## config.mk

```make
export PLATFORM = sky130hd
export DESIGN_NAME = out_ctl_multi
export DESIGN_NICKNAME = d
export VERILOG_FILES = /design/src/rtl/out_ctl_multi.sv
export SDC_FILE = /design/constraint.sdc
export NUM_CORES = 1
export LEC_CHECK = 0
export CORE_MARGIN = 4
export CORE_UTILIZATION = 30
export DETAILED_ROUTE_END_ITERATION = 16
export PLACE_DENSITY = 0.58
export REMOVE_ABC_BUFFERS = 1
export SETUP_SLACK_MARGIN = 0.02
export SLEW_MARGIN = 15
export SYNTH_ARGS = -nofsm -noshare
export SYNTH_HDL_FRONTEND = slang
export SYNTH_SLANG_ARGS = --single-unit
```

## constraint.sdc

```tcl
create_clock -name clk -period 3.94 [get_ports clk]
set_input_delay 0.788 -clock clk [delete_from_list [all_inputs] [get_ports clk]]
set_output_delay 0.788 -clock clk [all_outputs]
set_load 0.02 [all_outputs]
```

## src/rtl/out_ctl_multi.sv

```systemverilog
// -----------------------------------------------------------------------------
// out_ctl_multi
//
// Multi-channel output pin controller. Each of CH channels drives one
// registered output pin from its own input bit. Every channel has its own mode:
//   00 PASS  : the output follows the input with one clock of latency
//   01 DELAY : the output follows the input only after the input has differed
//              from the output for a programmable number of clocks
//   1x HOLD  : the output is frozen
// In DELAY mode the channel runs a two-state IDLE/WAIT machine with a
// down-counter. The counter is loaded from dly_val when a wait starts, so a
// later change of dly_val does not disturb a wait that is already running.
// A global force_upd strobe makes every DELAY channel take its input at once.
//
// Ports:
//   clk        system clock, all logic on the rising edge
//   rst        synchronous reset, active high
//   mode       per-channel mode, bits [2i+1:2i] belong to channel i
//   dly_val    stable time in clocks, captured when a wait starts
//   force_upd  global strobe: DELAY channels update immediately
//   pin_in     per-channel input values
//   pin_out    registered output pins
//   busy       channel i is waiting for its input to be stable
//   upd        one-cycle flag, high in the first cycle pin_out[i] shows a
//              new value
// -----------------------------------------------------------------------------
module out_ctl_multi #(
  parameter int          CH       = 4,
  parameter int          CNT_W    = 16,
  parameter bit          RST_PASS = 1'b1,
  parameter logic [CH-1:0] RST_VAL = '0
) (
  input  logic              clk,
  input  logic              rst,
  input  logic [2*CH-1:0]   mode,
  input  logic [CNT_W-1:0]  dly_val,
  input  logic              force_upd,
  input  logic [CH-1:0]     pin_in,
  output logic [CH-1:0]     pin_out,
  output logic [CH-1:0]     busy,
  output logic [CH-1:0]     upd
);

  typedef enum logic {
    S_IDLE = 1'b0,
    S_WAIT = 1'b1
  } state_e;

  localparam logic [1:0] MODE_PASS  = 2'b00;
  localparam logic [1:0] MODE_DELAY = 2'b01;

  genvar gi;
  generate
    for (gi = 0; gi < CH; gi++) begin : g_ch
      logic [1:0]       ch_mode;
      logic             pin_q;
      logic             pin_d;
      state_e           state_q;
      state_e           state_d;
      logic [CNT_W-1:0] cnt_q;
      logic [CNT_W-1:0] cnt_d;
      logic             upd_q;
      logic             upd_d;
      logic             in_differs;

      assign ch_mode    = mode[2*gi +: 2];
      assign in_differs = (pin_in[gi] != pin_q);

      // Next-state logic. PASS and HOLD both park the machine in IDLE with a
      // cleared counter, so switching a waiting channel out of DELAY aborts
      // the wait on that same edge.
      always_comb begin
        pin_d   = pin_q;
        state_d = state_q;
        cnt_d   = cnt_q;
        unique case (ch_mode)
          MODE_PASS: begin
            pin_d   = pin_in[gi];
            state_d = S_IDLE;
            cnt_d   = '0;
          end
          MODE_DELAY: begin
            if (force_upd) begin
              pin_d   = pin_in[gi];
              state_d = S_IDLE;
              cnt_d   = '0;
            end else if (state_q == S_IDLE) begin
              if (in_differs) begin
                state_d = S_WAIT;
                cnt_d   = dly_val;
              end
            end else begin
              // The glitch check comes first: an input that has returned to
              // the output value cancels the wait even if the count expired.
              if (!in_differs) begin
                state_d = S_IDLE;
                cnt_d   = '0;
              end else if (cnt_q == '0) begin
                pin_d   = pin_in[gi];
                state_d = S_IDLE;
              end else begin
                cnt_d   = cnt_q - CNT_W'(1);
              end
            end
          end
          default: begin
            state_d = S_IDLE;
            cnt_d   = '0;
          end
        endcase
      end

      assign upd_d = (pin_d != pin_q);

      always_ff @(posedge clk) begin
        if (rst) begin
          pin_q   <= RST_PASS ? pin_in[gi] : RST_VAL[gi];
          state_q <= S_IDLE;
          cnt_q   <= '0;
          upd_q   <= 1'b0;
        end else begin
          pin_q   <= pin_d;
          state_q <= state_d;
          cnt_q   <= cnt_d;
          upd_q   <= upd_d;
        end
      end

      assign pin_out[gi] = pin_q;
      assign busy[gi]    = (state_q == S_WAIT);
      assign upd[gi]     = upd_q;
    end
  endgenerate

endmodule

```

==> results by group, run 1 <==
Critical path
  – Worst r2r path cells: 5
  – Reg-to-reg slack, setup: 1.27 ns
  – CP max-delay cell: dfxtp_1
  – Crit path max fanout: 31
  – Worst R2R Start: g_ch[2].state_q
  – Start point of the critical path: g_ch[2].state_q
  – Critical Path RT: 3.15 ns
  – CP top delay family: flip-flops
  – Crit start category: flop
  – Data arrival, critical path: 2.12 ns
  – CP endpoint: busy[2]
  – Crit Path Class: reg2out
  – Worst path cell trace: clkdlybuf4s50_1
  – Critical Path Max Stage Delay: 0.99 ns
  – WP buf/inv: 1
  – RR Endpoint: g_ch[2].pin_q
  – Setup crit end kind: output pin
  – Levels on crit path: 1

Synth
  – Simple-gate share of the synthesized area: 0.293
  – Largest family of logic cells by synthesized area: simple AND/OR/NAND/NOR gates
  – Synth Area in Compound Gates: 0.261
  – Synthesized area: 4990 µm²
  – Seq/Total Area, Yosys: 0.305
  – Post-Synth XOR/XNOR Area: 0.0193
  – Post-Synth Adder-Cell Area: 0.0201
  – Warning count from the yosys run: 0
  – Library cells used by synthesis: a little under 70
  – Post-synth EDFFs: 0
  – Ys async rst share: 0
  – Cell count after synthesis: 668
  – Multiplexer area fraction after synthesis: 0.0323
  – Average size of a mapped cell: between 7 and 8 µm²
  – Synth Register Bits: 76
  – Ys flop type: dfxtp_1

Clock tree
  – Cts repair resizes: 0
  – Root Buffer: clkbuf_16
  – Clk_lat worst skew: roughly 0.35 ns
  – Total CTS buffers: 9
  – H-tree depth: 3
  – TritonCTS clock tree: done
  – Hold_buf cts: 0
  – Setup Buffers After CTS: 0
  – CTS Buffer Depth: 2
  – Clock slew at reported path FFs: 0.05 ns
  – Clk sink count: 76

Floorplan
  – Die Wd: 137 µm
  – Die Area: 18800 µm²
  – I/O pin total: 43
  – Initial core utilization: 0.310
  – Die height: 137 µm
  – Rows: 46
  – Core ar.: between 15000 and 20000 µm²

Power
  – Static Leak: 2.20 nW
  – Peak supply drop: 0.206 mV
  – Power, Total: 2.08 mW
  – Cell Pwr Density: 354 nW/µm²

Drt
  – DRC Markers: 0
  – Vias/cell: around 5.5
  – 1st-iter DRT viols: 587
  – DR WL/cell: 17.2 µm
  – Routed Antenna Nets: 0
  – Final wirelength: 15700 µm
  – Via count: approximately 5000
  – Drt first pass iters: 5

Finish
  – # diodes: 0
  – Finished Cell Area: 5870 µm²
  – Most common cell after layout, fill and taps aside: nor2_1
  – Fill cells: 1741
  – Share of post-route cells with drive strength above 1: 0.0819
  – P&R area growth vs syn: 17.5%
  – NumNets Final: between 700 and 800
  – Most frequent cells in the layout: nor2_1, o21ai_0, dfxtp_1

STA
  – Setup tns final: 0 ns
  – Relative slew slack: 0.315
  – RSZ-0062 raised after global routing: false
  – Tmin final: 2.91 ns
  – Final clock skew: 0.00572 ns
  – Slew @ Worst Pin: 1.03 ns
  – Fmax: approximately 340 MHz
  – Final worst setup slack: 1.03 ns
  – Final period util: 0.737
  – Final Hold Vio Count: 0
  – Final setup violating endpoints: 0
  – Fin. max-slew vios: 0

Placed design
  – Post-DP Area: ~5600 µm²
  – Placer Congestion: 0.868
  – Detailed Place HPWL: around 11000 µm
  – Setup WS pre-CTS: around 0.96 ns
  – Port bufs: 42

Global route
  – Total grt overflow: 0
  – First-pass GRT wire length: 25300 µm
  – Largest net degree at the start of global routing: 32
  – Antenna violations before repair: 0
  – Vias in the first global route: 4681
  – GRT Overall Usage: 0.173

Status
  – Status: finished clean

Flow run
  – Max cap viols: 0

Min path
  – Hold WC Path Type: reg2reg
[how the worst min path moves through the flow]
stage | startpoint | to | cells past startpoint
after global routing | g_ch[0].cnt_q[15] | g_ch[0].cnt_q[15] | 2
after CTS | g_ch[2].cnt_q[10] | g_ch[2].cnt_q[10] | 2
final | g_ch[2].cnt_q[10] | g_ch[2].cnt_q[10] | 2
after detailed placement | g_ch[2].cnt_q[10] | g_ch[2].cnt_q[10] | 2
after floorplan | g_ch[2].cnt_q[10] | g_ch[2].cnt_q[10] | 2
after global placement | g_ch[2].cnt_q[10] | g_ch[2].cnt_q[10] | 2
[through the flow]
step,std cells,hold slack (ns),utilization
after floorplan,621,0.443,-
after global placement,897,0.466,0.346
after detailed placement,897,0.469,0.346
after CTS,912,0.476,0.364
after global routing,912,0.500,0.364
final,912,0.479,0.364
[state kept, by name, summed over array words and instances (netlist names)]
name,count
g_ch.cnt_q,64
g_ch.pin_q,4
g_ch.state_q,4
g_ch.upd_q,4
[routing by layer]
layer  vias to the layer above  wire, µm  global-route usage
met5                         -         0                   0
met4                         0       397              0.0715
met3                        21       994              0.0309
met2                       171      6890               0.260
met1                      2341      7430               0.243
li1                       2502         -                   -
[cell families (layout without fill, tap and decap cells)]
group	Yosys count	in the layout
buffers and inverters	76	104
multiplexers	15	15
XOR/XNOR	11	11
AO/OA/AOI/OAI	217	217
adder cells (fa/ha/maj)	8	8
AND/OR/NAND/NOR	265	265
flip-flops	76	76
[synth_stat cells (all sizes together) (9+ instances only)]
library cell	count	area share
nor2	80	0.060
o21ai	77	0.079
dfxtp	76	0.30
a21oi	71	0.071
nand2	46	0.035
inv	29	0.022
clkbuf	28	0.021
nor3	21	0.021
nor4	20	0.032
buf	19	0.026
nor2b	16	0.020
o22ai	13	0.016
nand3	12	0.012
or4	12	0.020
and3	11	0.014
a31oi	9	0.011
mux2	9	0.020
[layout make-up]
type | instances | area, µm² | area share
inverter | 29 | 109 | 0.0186
clock buffer | 13 | 250 | 0.0427
multi-input combinational | 516 | 3130 | 0.533
timing repair buffer | 60 | 556 | 0.0947
clock inverter | 2 | 35.0 | 0.00597
sequential | 76 | 1520 | 0.259
tap | 216 | 270 | 0.0461
[report_power, final]
group / internal [mW] / switching (mW) / leakage, nW / total, mW
clock: 0.504 / 0.324 / 0.140 / 0.828
combinational: 0.174 / 0.268 / 1.44 / 0.442
sequential: 0.787 / 0.0226 / 0.616 / 0.809
Power figures use the tool's default switching activity.
==> inputs of run 2 (changes only) <==
==> constraint.sdc (replaced) <==
create_clock -name clk -period 2.97 [get_ports clk]
set_input_delay 0.594 -clock clk [delete_from_list [all_inputs] [get_ports clk]]
set_output_delay 0.594 -clock clk [all_outputs]
set_load 0.02 [all_outputs]
==> results by group, run 2 (synthesis results as in run 1) <==
Status
  – Status: finished clean

Finish
  – Register with the most flip-flops: g_ch.cnt_q
  – Fin cells: 925 (+1.4%)
  – Finished Cell Area: 6000 µm² (+2.3%)
  – Largest register FFs: 64 (unchanged)
  – P&R area growth vs syn: 20.2%
  – # diodes: 0 (unchanged)
  – Fin util: 0.372 (+0.00831)
  – Share of post-route cells with drive strength above 1: 0.100 (+0.0182)
  – Most common cell after layout, fill and taps aside: nor2_1
  – Most frequent cells in the layout: nor2_1, o21ai_0, dfxtp_1
  – Fill cells: 1677 (-3.7%)
  – NumNets Final: 743 (+1.6%)

Clock tree
  – Clock slew at reported path FFs: 0.06 ns (about the same)
  – TritonCTS clock tree: done
  – Cts repair resizes: 0 (unchanged)
  – Root Buffer: clkbuf_16
  – Clk sink count: 76 (unchanged)
  – Total CTS buffers: 9 (unchanged)
  – Setup Buffers After CTS: 0 (unchanged)
  – H-tree depth: 3 (unchanged)
  – Clk_lat worst skew: 0.34 ns (about the same)
  – Hold_buf cts: 0 (unchanged)
  – CTS Buffer Depth: 2 (unchanged)

Floorplan
  – Die height: 137 µm (unchanged)
  – Core ar.: 16100 µm² (unchanged)
  – Rows: 46 (unchanged)
  – I/O pin total: 43 (unchanged)
  – Die Wd: 137 µm (unchanged)
  – Die Area: 18800 µm² (unchanged)
  – Initial core utilization: 0.310 (unchanged)

Critical path
  – RR Endpoint: g_ch[2].pin_q
  – Crit path max fanout: 15 (-52%)
  – Setup crit end kind: flop
  – CP endpoint: g_ch[2].cnt_q[11]
  – Crit start category: input pin
  – Critical Path Max Stage Delay: 0.53 ns (-0.46 ns)
  – Worst R2R Start: g_ch[2].cnt_q[0]
  – Crit Path Class: in2reg
  – Start point of the critical path: pin_in[2]
  – Worst path cell trace: clkdlybuf4s50_1 -> xor2_1 -> nand2_1 -> o32ai_1 -> nand2_1 -> a21oi_1
  – CP max-delay cell: clkdlybuf4s50_1
  – Worst r2r path cells: 7 (+2)
  – Crit path top cell by count: nand2_1
  – Reg-to-reg slack, setup: 0.74 ns (-0.53 ns)
  – Critical Path RT: 3.25 ns (+0.10 ns)
  – Data arrival, critical path: 2.62 ns (+0.50 ns)

STA
  – Fmax: between 400 and 500 MHz
  – Fin. max-slew vios: 0 (unchanged)
  – Slew @ Worst Pin: 0.653 ns (-0.372 ns)
  – RSZ-0062 raised after global routing: false
  – Final Hold Vio Count: 0 (unchanged)
  – Final setup violating endpoints: 0 (unchanged)
  – Setup tns final: 0 ns (unchanged)
  – Final clock skew: 0.00931 ns (+0.00359 ns)
  – Tmin final: 2.34 ns
  – Relative slew slack: 0.561 (+0.245)
  – Final period util: 0.788

Global route
  – Vias in the first global route: 4604 (-1.6%)
  – First-pass GRT wire length: 25200 µm (-0.57%)
  – Total grt overflow: 0 (unchanged)
  – Largest net degree at the start of global routing: 31 (-3.1%)
  – GRT Overall Usage: 0.172 (-0.00110)
  – Antenna violations before repair: 0 (unchanged)

Power
  – Cell Pwr Density: 486 nW/µm² (+37%)
  – Power, Total: 2.91 mW (+40%)
  – Static Leak: 2.27 nW (+3.5%)
  – Peak supply drop: 0.318 mV (+54%)

Placed design
  – Inst Count DP: 909 (+1.3%)
  – Port bufs: 42 (unchanged)
  – Placer Congestion: 0.845 (-2.6%)
  – Post-DP Area: 5670 µm² (+1.6%)
  – Detailed Place HPWL: 11200 µm (+1.2%)

Drt
  – Vias/cell: 5.59 (+1.2%)
  – DR WL/cell: 17.2 µm (about the same)
  – DRC Markers: 0 (unchanged)
  – 1st-iter DRT viols: 663 (+13%)
  – Final wirelength: 15900 µm (+1.5%)
  – Via count: 5169 (+2.7%)
  – Routed Antenna Nets: 0 (unchanged)
  – Drt first pass iters: 5 (unchanged)

Flow run
  – Max cap viols: 0 (unchanged)

Min path
  – Hold WC Path Type: reg2reg
[run 2: area by class of cell]
| class | count | area, µm² | area share |
|---|---|---|---|
| Multi-Input combinational cell | 516 | 3130 | 0.521 |
| Sequential cell | 76 | 1520 | 0.254 |
| Timing Repair Buffer | 72 | 646 | 0.108 |
| Tap cell | 216 | 270 | 0.0450 |
| Clock buffer | 13 | 260 | 0.0434 |
| Inverter | 29 | 109 | 0.0181 |
| Clock inverter | 3 | 68.8 | 0.0115 |
[run 2: per-layer routing]
| layer | GRT usage | part of all wire | up-vias |
|---|---|---|---|
| met5 | 0 | 0 | - |
| met4 | 0.0732 | 0.027 | 0 |
| met3 | 0.0338 | 0.057 | 27 |
| met2 | 0.260 | 0.44 | 176 |
| met1 | 0.238 | 0.48 | 2440 |
| li1 | - | - | 2526 |
[run 2: critical path, delay by kind of cell]
family | cells | cell delay [ns]
buffers and inverters | 1 | 0.53
XOR/XNOR | 1 | 0.43
AO/OA/AOI/OAI | 2 | 0.53
AND/OR/NAND/NOR | 2 | 0.53
[run 2: worst min path at each step]
stage,from,endpoint,cells after the start
after floorplan,g_ch[2].cnt_q[10],g_ch[2].cnt_q[10],2
after global placement,g_ch[0].cnt_q[15],g_ch[0].cnt_q[15],2
after detailed placement,g_ch[2].cnt_q[10],g_ch[2].cnt_q[10],2
after CTS,g_ch[0].cnt_q[15],g_ch[0].cnt_q[15],2
after global routing,g_ch[0].cnt_q[15],g_ch[0].cnt_q[15],2
final,g_ch[0].cnt_q[15],g_ch[0].cnt_q[15],2
[run 2: report_power, final]
group          internal, mW  leakage [nW]  switching, mW
registers              1.04         0.616         0.0262
logic                 0.245          1.50          0.363
clock network         0.785         0.160          0.451
total                  2.07          2.27          0.841
[run 2: through the flow]
step	setup slack (ns)	hold WS [ns]
after CTS	0.664	0.491
after detailed placement	0.315	0.468
after global placement	0.409	0.468
after floorplan	0.481	0.443
after global routing	0.512	0.509
final	0.629	0.492
==> patch, RTL diff (config.mk and constraints of run 2) <==
Change the parameter `RST_PASS` from 1'b1 to 1'b0.
--- a/src/rtl/out_ctl_multi.sv
+++ b/src/rtl/out_ctl_multi.sv
@@ -27,7 +27,7 @@
 module out_ctl_multi #(
   parameter int          CH       = 4,
   parameter int          CNT_W    = 16,
-  parameter bit          RST_PASS = 1'b1,
+  parameter bit          RST_PASS = 1'b0,
   parameter logic [CH-1:0] RST_VAL = '0
 ) (
   input  logic              clk,
Behaviour: not the same (a bounded check fails within 4 cycles, from zero or initial values and one cycle with rst high).
==> patch against run 2 <==
- critical path depth decreased by 1
- sequential cell count did not move
- register-to-register slack lost 0.20 ns
- core utilization is 0.41 points lower
- design area fell by 1.8%
- first-iteration DRC count is 2.4% lower
- total power decreased by 7.8%
- routed wire length up 1.6%
- setup slack got worse by 0.090 ns
- die area decreased by 1.3%
- non-clock buffer count is 1 lower
- synthesized area shrank 1.4%
- global-route usage increased by 0.51 points
- largest cell class unchanged
- largest power group unchanged
==> patch: results <==
group,metric,value,unit
status,status,"complete, no violations",
pwr,leakagePower,0.00214,uW
synth,synthMuxAreaShare,2.49,%
grt,grt_pass1_wl,25700,um
routing,route.met3.wl,877,um
routing,vias_per_cell,5.73,
synth,synth_top_area_share,30.9,%
critical_path,reg2reg_slack,0.54,ns
timing,fin_hold_ws,0.480,ns
worst_hold_path,hold_end,"g_ch[0].cnt_q[9]",
grt,met1_usage,24.3,%
grt,grt_max_degree,32,
critical_path,max_stage_delay,0.58,ns
routing,wl,16200,um
pwr,p_clk_share,41.5,%
critical_path,arrival,2.67,ns
critical_path,r2r_end,"g_ch[0].cnt_q[5]",
layout,num-nets-final,730,
place,place_area,0.00561,mm^2
pwr,power_switching_share,28.9,%
routing,drtIter0Drc,647,
critical_path,crit_slowest_cell,"or4_4",
synth,yosysUniqueCellTypes,66,
critical_path,critPathKind,"flip-flop to flip-flop",
synth,synthTopCellsByCount,"dfxtp_1, nor2_1, a21oi_1",
timing,relSlewSlack,50.5,%
worst_hold_path,min_from,"g_ch[0].cnt_q[9]",
timing,fin_skew,0.00650,ns
grt,met2_usage,27.7,%
grt,grt_pass1_vias,4703,
synth,ys_seq_area_share,30.9,%
pwr,p_int,1910,uW
critical_path,cp_max_fo,13,
pwr,ir_drop,294,uV
routing,wl_met1,7440,um
synth,synth_fa_ha_area_share,2.03,%
place,gp_congestion,0.848,
synth,synth_compound_gate_area_share,27.7,%
critical_path,critPathTopFamily,"simple AND/OR/NAND/NOR gates",
-- patch: changes by cell type after synthesis, sizes merged, moves of 5 or more --
| cell | delta |
|---|---|
| a21oi | -11 |
| and3 | -7 |
| inv | -8 |
| mux2 | -7 |
| nand2b | +5 |
| nand4 | +7 |
| nor2 | -12 |
| nor2b | -6 |
| nor3 | +6 |
| o211ai | +6 |
| o21ai | -15 |
| or3 | +5 |
| xnor2 | +5 |
-- patch: area by class of cell --
type	instances	area, um^2	area share, %
Timing Repair Buffer	71	638	10.8
Tap cell	216	270	4.59
Sequential cell	76	1520	25.8
Multi-Input combinational cell	511	3090	52.5
Clock inverter	2	35.0	0.595
Clock buffer	13	250	4.25
Inverter	22	82.6	1.40
-- patch: through the flow --
step	setup slack (ns)	instances
floorplan	0.783	609
global placement	0.394	896
detailed placement	0.311	896
CTS	0.522	911
global route	0.344	911
finish	0.539	911
